`config.mk`:
```
export PLATFORM = sky130hd
export DESIGN_NAME = dpram_fifo_ctrl
export DESIGN_NICKNAME = d
export VERILOG_FILES = /design/src/rtl/dpram_fifo_ctrl.sv
export SDC_FILE = /design/constraint.sdc
export NUM_CORES = 1
export LEC_CHECK = 0
export ABC_AREA = 1
export CAP_MARGIN = 5
export CELL_PAD_IN_SITES_DETAIL_PLACEMENT = 0
export CELL_PAD_IN_SITES_GLOBAL_PLACEMENT = 1
export CORE_MARGIN = 2
export CORE_UTILIZATION = 28
export CTS_CLUSTER_SIZE = 20
export DETAILED_ROUTE_END_ITERATION = 8
export PLACE_DENSITY_LB_ADDON = 0.1
export SETUP_SLACK_MARGIN = 0.05
export SLEW_MARGIN = 20
export SYNTH_ARGS = -nofsm -noshare
export SYNTH_HDL_FRONTEND = slang
export SYNTH_SLANG_ARGS = --single-unit
```
`constraint.sdc`:
```
create_clock -name ck -period 2.9 [get_ports ck]
set_clock_uncertainty 0.05 [all_clocks]
set_input_delay 0.58 -clock ck [delete_from_list [all_inputs] [get_ports ck]]
set_output_delay 0.58 -clock ck [all_outputs]
set_load 0.02 [all_outputs]
```
`src/rtl/dpram_fifo_ctrl.sv`:
```
// dpram_fifo_ctrl: sequences an external simple dual-port RAM (registered
// read, one-cycle latency) as a synchronous FIFO. The push side cannot stall,
// so words offered while full are dropped and recorded in a sticky overrun
// flag. The pop side is valid/ready, with one extra word of storage in the
// RAM's own read register.
module dpram_fifo_ctrl #(
    parameter int ADDR_W = 8,
    parameter int DATA_W = 16,
    parameter int THRESH = 128
) (
    input  logic              ck,
    input  logic              rst,
    input  logic              flush,
    input  logic              in_valid,
    input  logic [DATA_W-1:0] in_data,
    output logic              in_ready,
    output logic              out_valid,
    input  logic              out_ready,
    output logic [DATA_W-1:0] out_data,
    output logic              mem_we,
    output logic [ADDR_W-1:0] mem_waddr,
    output logic [DATA_W-1:0] mem_wdata,
    output logic              mem_re,
    output logic [ADDR_W-1:0] mem_raddr,
    input  logic [DATA_W-1:0] mem_rdata,
    output logic [ADDR_W:0]   level,
    output logic              overrun,
    output logic              above
);

    localparam int DEPTH = 1 << ADDR_W;

    logic [ADDR_W-1:0] wptr;
    logic [ADDR_W-1:0] rptr;
    logic [ADDR_W:0]   ram_count;
    logic              full;
    logic              push;
    logic              rd;

    // Full means every RAM location holds an unread word; the output
    // register is counted separately in level.
    assign full     = (ram_count == (ADDR_W+1)'(DEPTH));
    assign in_ready = !full;

    // A flush cycle discards whatever push or read would have happened, so
    // neither RAM port is enabled while it is asserted.
    assign push = in_valid && !full && !flush;
    assign rd   = (ram_count != '0) && (!out_valid || out_ready) && !flush;

    assign mem_we    = push;
    assign mem_waddr = wptr;
    assign mem_wdata = in_data;
    assign mem_re    = rd;
    assign mem_raddr = rptr;

    // The RAM read register is the output register: it holds its value while
    // mem_re is low, which keeps out_data stable during a stall.
    assign out_data = mem_rdata;

    assign level = ram_count + (ADDR_W+1)'(out_valid);
    assign above = (32'(level) >= THRESH);

    // Pointer, occupancy, output-valid and overrun bookkeeping; reset and
    // flush both return everything to the empty state.
    always_ff @(posedge ck) begin
        if (rst || flush) begin
            wptr      <= '0;
            rptr      <= '0;
            ram_count <= '0;
            out_valid <= 1'b0;
            overrun   <= 1'b0;
        end else begin
            if (push) begin
                wptr <= wptr + ADDR_W'(1);
            end
            if (rd) begin
                rptr <= rptr + ADDR_W'(1);
            end
            case ({push, rd})
                2'b10:   ram_count <= ram_count + (ADDR_W+1)'(1);
                2'b01:   ram_count <= ram_count - (ADDR_W+1)'(1);
                default: ram_count <= ram_count;
            endcase
            out_valid <= rd || (out_valid && !out_ready);
            if (in_valid && full) begin
                overrun <= 1'b1;
            end
        end
    end

endmodule

```
==> results.json <==
{
  "status": "completed",
  "setup_slack_ns": 0.1384,
  "cp_data_arrival_time_ns": 2.13,
  "cp-end-kind": "output pin",
  "cp_num_buf_inv": 5,
  "critPathTopFamily": "buffers and inverters",
  "fillerInstances": 824,
  "worstPathRequired_ns": 2.27,
  "synth.net_count": 367,
  "die_h_um": 91.11,
  "crit_top_cell": "clkdlybuf4s50_1",
  "post_cts_buffers": 0,
  "p_leak_nw": 1.216,
  "clk_latency_ns": 0.28,
  "worstSetupPathType": "in2out",
  "io_pins": 100,
  "dpl_cell_area_sq_mm": 0.002515,
  "via_per_inst": 4.345,
  "synth_cells": 317,
  "gp_congestion": 0.7369,
  "p_per_area_mw_per_mm2": 708.4,
  "whs_path_depth": 1,
  "synth_top_cell_area_share": 0.2544,
  "cts_num_sinks": 27,
  "syn_to_final_growth_pct": 21.38,
  "yosysSeqAreaShare": 0.2544,
  "syn_avg_cell_area_sq_um": 6.702,
  "cts_made_buffers": 3,
  "rows": 31,
  "cts_hold_buf": 0,
  "dp_hpwl_um": 3984,
  "synth_edf_count": 0,
  "cts.clk_slew.worst_paths_ns": 0.11,
  "antenna_cells": 0,
  "ff_latch_area_sq_um": 540.5,
  "slew_headroom": 0.7466,
  "crit_cells": 7,
  "drt-met1-wl_um": 2616,
  "finalCriticalPeriod_ns": 2.762,
  "track_usage": 0.1274,
  "hold_violations": 0,
  "syn_area_sq_mm": 0.002125,
  "setup_tns_ns": 0,
  "grt_pass1_wl_um": 8707,
  "dieArea_sq_mm": 0.008300,
  "fin_area_sq_mm": 0.002579,
  "timing_worst_slew_pin_value_ns": 0.3796,
  "cpPeakStageDelay_ns": 0.59,
  "place_ws_ns": -0.1340,
  "synth-async-reset-ratio": 0,
  "post-route-period-util": 0.9523,
  "htreeDepth": 1,
  "maxSlewViolCount": 0,
  "nets": 395,
  "setup_violations": 0,
  "grt_max_degree": 20,
  "synthDistinctLibCells": 26,
  "cts_root_buffer": "clkbuf_8",
  "cts_resized": 6,
  "drt_wl_total_um": 5171,
  "antenna_found_initial": 0,
  "path_max_fanout": 8,
  "irDropWorstVdd_mv": 0.3604,
  "grt_overflow": 0,
  "routed-wl-met3_um": 239,
  "synth_most_common_cell": "nand2_1",
  "cts_tree": "built",
  "drc_errors": 0,
  "die_w_um": 91.11,
  "rsz0062_at_grt": "true",
  "maxCapViolations": 0,
  "port_buffers": 35,
  "vias": 1925,
  "first_global_vias": 1808,
  "cpMaxStageDelayCell": "clkdlybuf4s50_1",
  "final_util": 0.3536,
  "synth_ff_type": "dfxtp_1",
  "start_util": 0.2914,
  "fin_hold_ws_ns": 0.4447,
  "top_layer": "met4",
  "yosys_warnings": 0,
  "multi_input_area_sq_mm": 0.001190,
  "ctsLongestPathBuffers": 2,
  "drtIter0Drc": 38,
  "cp-start-kind": "primary input",
  "antenna_left": 0,
  "wl_met2_um": 2258,
  "core_sq_mm": 0.007292,
  "dr.pass1.iters": 4,
  "synth_top_area_cell": "dfxtp_1",
  "synthTopCellsByArea": "dfxtp_1, nand2_1, buf_4, ha_1, nand3_1",
  "ys_ff_latch": 27,
  "max_freq_mhz": 362.1,
  "wl_per_cell_um": 11.67,
  "synthTopCellsByCount": "nand2_1, inv_1, nor2_1",
  "ff2ff_path_depth": 18,
  "layout-drive-gt1-share": 0.1250,
  "crit_chain": "clkdlybuf4s50_1, inv_1, nor2_4, nand2_8, buf_4, inv_4, clkdlybuf4s50_1",
  "hold_path.class": "reg2reg"
}
## cells by family after synthesis
kind of cell    count (synthesis)  share of synthesized area
compound gates                 31                    0.07421
xor+xnor                       16                    0.06596
fa+ha+maj                      13                    0.08009
buf+inv                        76                     0.1926
flops                          27                     0.2544
simple gates                  154                     0.3327
## cell usage in the layout (no fill, tap or decap), types with 2 or more instances in the layout
master / count
nand2_1: 73
inv_1: 38
nor2_1: 32
nand3_1: 29
clkdlybuf4s50_1: 29
dfxtp_1: 27
buf_4: 22
a21oi_1: 20
ha_1: 11
o21ai_0: 10
xor2_1: 8
xnor2_1: 8
nand3b_1: 6
nor2_4: 4
dlygate4sd2_1: 4
nand2_4: 3
clkbuf_8: 3
nor2_2: 2
inv_2: 2
or2_2: 2
dlymetal6s2s_1: 2
## sequential cells by signal (all words and copies together) (netlist names)
| register | count |
|---|---|
| ram_count | 9 |
| mem_raddr | 8 |
| mem_waddr | 8 |
| out_valid | 1 |
| overrun | 1 |
## through the flow
stage	std cells	power (mW)
2_1_floorplan	317	1.200
3_3_place_gp	439	1.625
3_5_place_dp	439	1.608
4_1_cts	443	1.855
5_1_grt	443	1.991
6_report	443	1.827
## final timing paths
kind / endpoint / slack [ns] / startpoint
hold / removal: overrun / 0.44 / overrun
setup reg to reg: ram_count[7] / 0.41 / ram_count[0]
hold reg to reg: overrun / 0.44 / overrun
setup / recovery: mem_we / 0.14 / in_valid
## area by class of cell
| class | instances | area share |
|---|---|---|
| multi-input combinational | 214 | 0.4614 |
| clock buffer | 3 | 0.01601 |
| clock inverter | 1 | 0.002911 |
| sequential | 27 | 0.2096 |
| timing repair buffer | 57 | 0.1999 |
| tap | 99 | 0.04804 |
| inverter | 42 | 0.06211 |
## per-layer routing
metal  global-route usage  up-vias
met5                    0        -
met4              0.04293        0
met3              0.01909       16
met2               0.1957       33
met1               0.1814      856
li1                     -     1020
## power by group
group | internal [mW] | total [mW] | switching, mW
registers | 0.413 | 0.462 | 0.0488
logic | 0.496 | 1.12 | 0.628
clock network | 0.0980 | 0.241 | 0.143
No activity file was read; power rests on OpenSTA's default activity.
